File: src/rtl/apb_mst_arbiter.sv
// Round-robin arbiter that funnels NUM_REQ simple request ports onto a single APB master.
// One transfer in flight at a time; completion is reported as a one-cycle rsp_valid pulse to the owner.
//
// state  | meaning
// IDLE   | no transfer; grant the next requester round-robin
// SETUP  | APB setup phase (psel=1, penable=0), exactly one cycle
// ACCESS | APB access phase, wait for pready or timeout
module apb_mst_arbiter #(
  parameter int NUM_REQ     = 2,
  parameter int APB_AW      = 32,
  parameter int APB_DW      = 32,
  parameter int TIMEOUT_CYC = 256
) (
  input  logic                      pclk,
  input  logic                      prst,
  input  logic [NUM_REQ-1:0]        req_valid,
  output logic [NUM_REQ-1:0]        req_ready,
  input  logic [NUM_REQ-1:0]        req_write,
  input  logic [NUM_REQ*APB_AW-1:0] req_addr,
  input  logic [NUM_REQ*APB_DW-1:0] req_wdata,
  output logic [NUM_REQ-1:0]        rsp_valid,
  output logic [APB_DW-1:0]         rsp_rdata,
  output logic                      rsp_err,
  output logic                      psel,
  output logic                      penable,
  output logic                      pwrite,
  output logic [APB_AW-1:0]         paddr,
  output logic [APB_DW-1:0]         pwdata,
  input  logic                      pready,
  input  logic [APB_DW-1:0]         prdata,
  input  logic                      pslverr
);

  localparam int IW = $clog2(NUM_REQ);
  localparam int CW = (TIMEOUT_CYC > 0) ? $clog2(TIMEOUT_CYC + 1) : 1;
  // Abort fires on the ACCESS cycle whose increment would make the count reach TIMEOUT_CYC.
  localparam logic [CW-1:0] CNT_LAST = (TIMEOUT_CYC > 0) ? CW'(TIMEOUT_CYC - 1) : '0;

  typedef enum logic [1:0] {IDLE, SETUP, ACCESS} state_t;

  state_t        state, state_nxt;
  logic [IW-1:0] last_gnt, gnt_idx, cand, owner;
  logic          gnt_found, accept, done, timeout;
  logic [CW-1:0] wait_cnt;

  always_comb begin
    gnt_found = 1'b0;
    gnt_idx   = last_gnt;
    cand      = '0;
    for (int k = 1; k <= NUM_REQ; k++) begin
      cand = IW'((int'(last_gnt) + k) % NUM_REQ);
      if (!gnt_found && req_valid[cand]) begin
        gnt_found = 1'b1;
        gnt_idx   = cand;
      end
    end
  end

  assign timeout = (TIMEOUT_CYC > 0) && (state == ACCESS) && !pready && (wait_cnt == CNT_LAST);

  always_ff @(posedge pclk or posedge prst) begin
    if (prst) state <= IDLE;
    else      state <= state_nxt;
  end

  always_comb begin
    state_nxt = state;
    req_ready = '0;
    psel      = 1'b0;
    penable   = 1'b0;
    accept    = 1'b0;
    done      = 1'b0;
    case (state)
      IDLE: begin
        if (gnt_found) begin
          req_ready[gnt_idx] = 1'b1;
          accept             = 1'b1;
          state_nxt          = SETUP;
        end
      end
      SETUP: begin
        psel      = 1'b1;
        state_nxt = ACCESS;
      end
      ACCESS: begin
        psel    = 1'b1;
        penable = 1'b1;
        if (pready) begin
          done      = 1'b1;
          state_nxt = IDLE;
        end else if (timeout) begin
          state_nxt = IDLE;
        end
      end
      default: state_nxt = IDLE;
    endcase
  end

  always_ff @(posedge pclk or posedge prst) begin
    if (prst) begin
      last_gnt  <= IW'(NUM_REQ - 1);
      owner     <= '0;
      paddr     <= '0;
      pwrite    <= 1'b0;
      pwdata    <= '0;
      wait_cnt  <= '0;
      rsp_valid <= '0;
      rsp_rdata <= '0;
      rsp_err   <= 1'b0;
    end else begin
      rsp_valid <= '0;
      if (accept) begin
        last_gnt <= gnt_idx;
        owner    <= gnt_idx;
        paddr    <= req_addr[gnt_idx*APB_AW +: APB_AW];
        pwrite   <= req_write[gnt_idx];
        pwdata   <= req_wdata[gnt_idx*APB_DW +: APB_DW];
      end
      if (state == SETUP)
        wait_cnt <= '0;
      else if (state == ACCESS && !pready)
        wait_cnt <= wait_cnt + 1'b1;
      if (done) begin
        rsp_valid[owner] <= 1'b1;
        rsp_err          <= pslverr;
        rsp_rdata        <= pwrite ? '0 : prdata;
      end else if (timeout) begin
        rsp_valid[owner] <= 1'b1;
        rsp_err          <= 1'b1;
        rsp_rdata        <= '0;
      end
    end
  end

endmodule

File: config.mk
export PLATFORM = sky130hd
export DESIGN_NAME = apb_mst_arbiter
export DESIGN_NICKNAME = d
export VERILOG_FILES = /design/src/rtl/apb_mst_arbiter.sv
export SDC_FILE = /design/constraint.sdc
export NUM_CORES = 1
export LEC_CHECK = 0
export BUFFER_PORTS_ARGS = -buffer_cell sky130_fd_sc_hd__buf_4
export CORE_UTILIZATION = 39
export CTS_CLUSTER_SIZE = 24
export DETAILED_ROUTE_END_ITERATION = 6
export GPL_ROUTABILITY_DRIVEN = 1
export HOLD_SLACK_MARGIN = 0.08
export PLACE_DENSITY = 0.76
export SLEW_MARGIN = 10
export SYNTH_ARGS = -nofsm -noshare
export SYNTH_HDL_FRONTEND = slang
export SYNTH_SLANG_ARGS = --single-unit
File: constraint.sdc
create_clock -name pclk -period 3.5 [get_ports pclk]
set_input_delay 0.525 -clock pclk [delete_from_list [all_inputs] [get_ports pclk]]
set_output_delay 0.525 -clock pclk [all_outputs]
set_load 0.1 [all_outputs]
# Yosys cells after proc, flatten, opt, wreduce, memory -nomap -nowiden
# Index checks and enable logic that the tools add are counted.
# word_totals
regBits	113
latch_bits	0
mem_bits_rw	0
rom_bits	0
input_bits	168
elab_cells	73
memories	0
# classes
addsub	3
n_mul	0
div	0
n_lt_le_gt_ge	6
eq_ne	5
shifts	2
mux	35
bitwise	0
n_reduce_logical	12
# op_table
op	n
64-bit by 7-bit indexed part select with 32-bit output	2
32-bit 2-to-1 mux	3
1-bit 2-to-1 mux	20
9-bit 2-to-1 mux	2
2-bit 2-to-1 mux	7
9-bit by 1-bit adder with 9-bit output (second input constant)	1
9-bit by 8-bit == test with 1-bit output (second input constant)	1
1-bit by 2-bit < comparator with 1-bit output (second input constant)	4
2-bit case mux with 3 select lines	1
1-bit logical AND	5
2-bit nonzero test	2
3-bit inequality test (second input constant)	1
1-bit adder (second input constant)	2
1-bit demux with 1-bit select	2
2-bit by 1-bit == test with 1-bit output (second input constant)	1
2-bit == test (second input constant)	1
1-bit >= comparator (second input constant)	2
1-bit logical NOT	2
2-bit logical NOT	1
2-bit inequality test (second input constant)	1
2-bit AND reduction	1
2-bit OR reduction	1

# Logic depth before layout (Yosys ltp)
# logic_depth
word_depth	13
ltp_mapped	8
mapped_depth_nobuf	7

# Least setup slack after synthesis
# No wires, ideal clock.
# synth_path
path_type	register to register
start	reg state[0]
end	reg rsp_rdata[0]
setup_ps	122
arrival_ps	2117
t_required_ps	3378
slack_ps	1261
stages_incl_launch_ff	6
cell_sequence	dfrtp_1 > inv_1 > ha_1 > o21ai_1 > buf_2 > a22o_1
# synth_via
elab_chain_cells	4
elab_cells_between_ends	6
cone_classes	eq/ne: 1; mux: 2; reduce/logical: 3
# synth_rtl
element	line	text
start, declared	41	state_t state, state_nxt;
start signal, assigned	63	else state <= state_nxt;
2-bit == test *	59, 73	
1-bit logical AND (2 in series)	59	assign timeout = (TIMEOUT_CYC > 0) && (state == ACCESS) && !pready && (wait_cnt == CNT_LAST);
2-bit nonzero test (no source line)	--	
end signal, assigned	126	rsp_rdata <= pwrite ? '0 : prdata;
end, declared	22	output logic [APB_DW-1:0] rsp_rdata,
# Every way passes the cells marked *; elsewhere a longest branch is shown, timed or not.
# A chain may end at the register's enable or synchronous reset.

# Worst setup path after layout
# layout_path
start	reg state[1]
end	out req_ready[1]
# layout_via
elab_chain_cells	2
# layout_rtl
element	line	text
2-bit logical NOT	73	case (state)
2-bit 2-to-1 mux	73	
end, declared	17	output logic [NUM_REQ-1:0] req_ready,
# Every way passes these cells.

==> summary.md <==
| Metric | Value |
|---|---|
| Status | `finished, violations left` |
| Violated checks | `design-rule violations` |
| Largest area contributor in the netlist | `dfrtp_1` |
| Top cells by area, synth | `dfrtp_1, a222oi_1, a22o_1, inv_1, buf_2` |
| Sequential fraction of the synthesis area | `0.621` |
| Post-synth top area share | `0.616` |
| Hold-fix buffers at CTS | `0` |
| Final period util | `0.804` |
| GRT Total Usage | `0.213` |
| Synth Net Count | `540` |
| Mapped Cells | `roughly 370` |
| Crit. End Element | `output port` |
| Fin Clk Skew | `approximately 0.012 ns` |
| Detailed Routing Iterations Pass 1 | `7` |
| Starting Density | `0.399` |
| Clock Sinks | `113` |
| Final ANT Viol Nets | `0` |
| Most numerous cell in the Yosys netlist | `dfrtp_1` |
| Top post-synthesis cells by count | `dfrtp_1, inv_1, a222oi_1` |
| Die area | `0.0121 mm²` |
| Chip height | `110 µm` |
| Slowest stage delay, CP | `0.55 ns` |
| Num CTS Buffers | `17` |
| Kind of cell adding the most delay to the critical path | `compound AO/OA/AOI/OAI gates` |
| First-pass GRT wire length | `19.4 mm` |
| HPWL Detailed | `9.53 mm` |
| WL final | `13.0 mm` |
| Max Freq | `356 MHz` |
| Slowest-stage cell, CP | `a21oi_4` |
| Fin util | `0.645` |
| Setup violators final | `0` |
| Final Max Slew Viols | `0` |
| Normalized max-slew margin | `0.475` |
| Antenna cell count | `0` |
| Critical path class | `reg -> out` |
| Seq cells post-synth | `113` |
| Worst-path fanout max | `27` |
| Mapped cell area | `0.00455 mm²` |
| Die Wd | `110 µm` |
| TritonCTS clock tree | `built` |
| MaxCap Viol Count | `0` |
| CTS resizes | `0` |
| Initial antenna violation count | `0` |
| WL/cell | `16.4 µm` |
| Post-layout minimum cycle time | `2.81 ns` |
| I/O pin count | `272` |
| Avg Vias per Cell | `5.33` |
| Floorplan row count | `39` |
| Most used flip-flop cell after synthesis | `dfrtp_1` |
| Vias in the first global route | `4065` |
| HP Class | `in -> async` |
| Yosys cell types | `31` |
| Pin count of the biggest net entering global routing | `43` |
| Layout cells sized above 1 | `0.489` |
| CTS H-tree depth | `4` |
| Synth warn | `0` |
| Syn-to-layout area delta | `61.6%` |
| Final Hold Vio Count | `0` |
| Total grt overflow | `0` |
| Nets | `810` |
| Crit path required time | `2.97 ns` |
| Post-CTS Setup Inserts | `0` |
| Avg Cell Area, Syn | `12.4 µm²` |
| Drt first-iter violations | `a little over 400` |
| Clk root buf | `clkbuf_16` |
| Clock latency on the worst-skew pair | `0.40 ns` |
| Core ar. | `between 0.01 and 0.015 mm²` |
| Worst-path clk slew | `0.05 ns` |
| Unrepaired setup endpoints after global routing | `false` |
| PortBufs | `271` |
| Clk buf depth | `2` |
| Critical Path AT | `2.29 ns` |
| Worst Max-Slew Pin Slew | `0.786 ns` |
| Final TNS setup | `0 ns` |
| EDFF count, synth | `0` |
| Number of remaining DRC errors | `2` |
| Global placement routability congestion | `approximately 0.78` |
| Via count | `4219` |
| Startpoint Class | `flop` |
| Worst path cell trace | `inv_1 > ha_1 > nand2_1 > a21oi_4 > buf_4` |
| Async S/R FF share, synth | `1.00` |
| WP buf/inv | `2` |
==> cells by family after synthesis <==
kind of cell | share of synthesized area
AO/OA/AOI/OAI | 0.228
flip-flops | 0.621
buffers and inverters | 0.0948
AND/OR/NAND/NOR | 0.0280
XOR/XNOR | 0.0115
adder cells (fa/ha/maj) | 0.0137
multiplexers | 0.00220
==> layout make-up <==
| class | instances | area (µm²) |
|---|---|---|
| Fill cell | 879 | 4060 |
| Sequential cell | 113 | 2830 |
| Timing Repair Buffer | 280 | 2130 |
| Multi-Input combinational cell | 153 | 1330 |
| Clock buffer | 20 | 467 |
| Inverter | 72 | 274 |
| Tap cell | 143 | 179 |
| Clock inverter | 10 | 159 |
==> registers in the layout, summed over array words and instances, names as in the netlist <==
name       cells
rsp_err        1
paddr         32
state          2
last_gnt       1
pwrite         1
owner          1
rsp_rdata     32
rsp_valid      2
wait_cnt       9
pwdata        32
==> stage by stage <==
step	setup WS, ns	hold WS, ns	instances	cell area [µm²]
floorplan	1.26	0.403	367	4560
global placement	1.17	0.410	761	6730
detailed placement	1.13	0.421	761	6730
CTS	0.674	0.165	791	7360
global route	0.533	0.183	791	7360
finish	0.687	0.159	791	7360
==> per-layer routing <==
layer | up-vias | GRT usage | routed length (µm)
met5 | - | 0 | 0
met4 | 0 | 0.0886 | 167
met3 | 18 | 0.0653 | 1210
met2 | 239 | 0.349 | 6540
met1 | 2035 | 0.262 | 5070
li1 | 1927 | - | -
==> cell usage in the layout, fill, tap and decap left out, types with 2 or more instances in the layout <==
master	n
buf_4	278
dfrtp_1	112
inv_1	71
a222oi_1	65
a22o_1	32
clkbuf_16	17
nor2_1	13
nand2_1	5
xor2_1	5
ha_1	5
a21oi_1	4
bufinv_16	4
and4_1	3
clkinvlp_4	3
clkbuf_8	3
clkinv_2	3
o21ai_1	2
o2111ai_1	2
a21oi_4	2
buf_12	2
==> path summary, 6_finish.rpt <==
kind	from	end	slack, ns	cells past startpoint
max in group asynchronous	prst	rsp_rdata[14]$_DFFE_PP0P_	2.72	3
min reg2reg	owner$_DFFE_PP0P_	rsp_valid[0]$_DFF_PP0_	0.42	1
min	prst	rsp_rdata[0]$_DFFE_PP0P_	0.16	2
max	state[1]$_DFFE_PP0P_	req_ready[1]	0.69	5
max reg2reg	state[1]$_DFFE_PP0P_	pwdata[7]$_DFFE_PP0P_	1.19	7
min in group pclk	req_wdata[4]	pwdata[4]$_DFFE_PP0P_	0.33	3
Power is left out: the tool's default activity adds up to more than one toggle a clock period on the data nets, which glitch-free logic cannot reach.
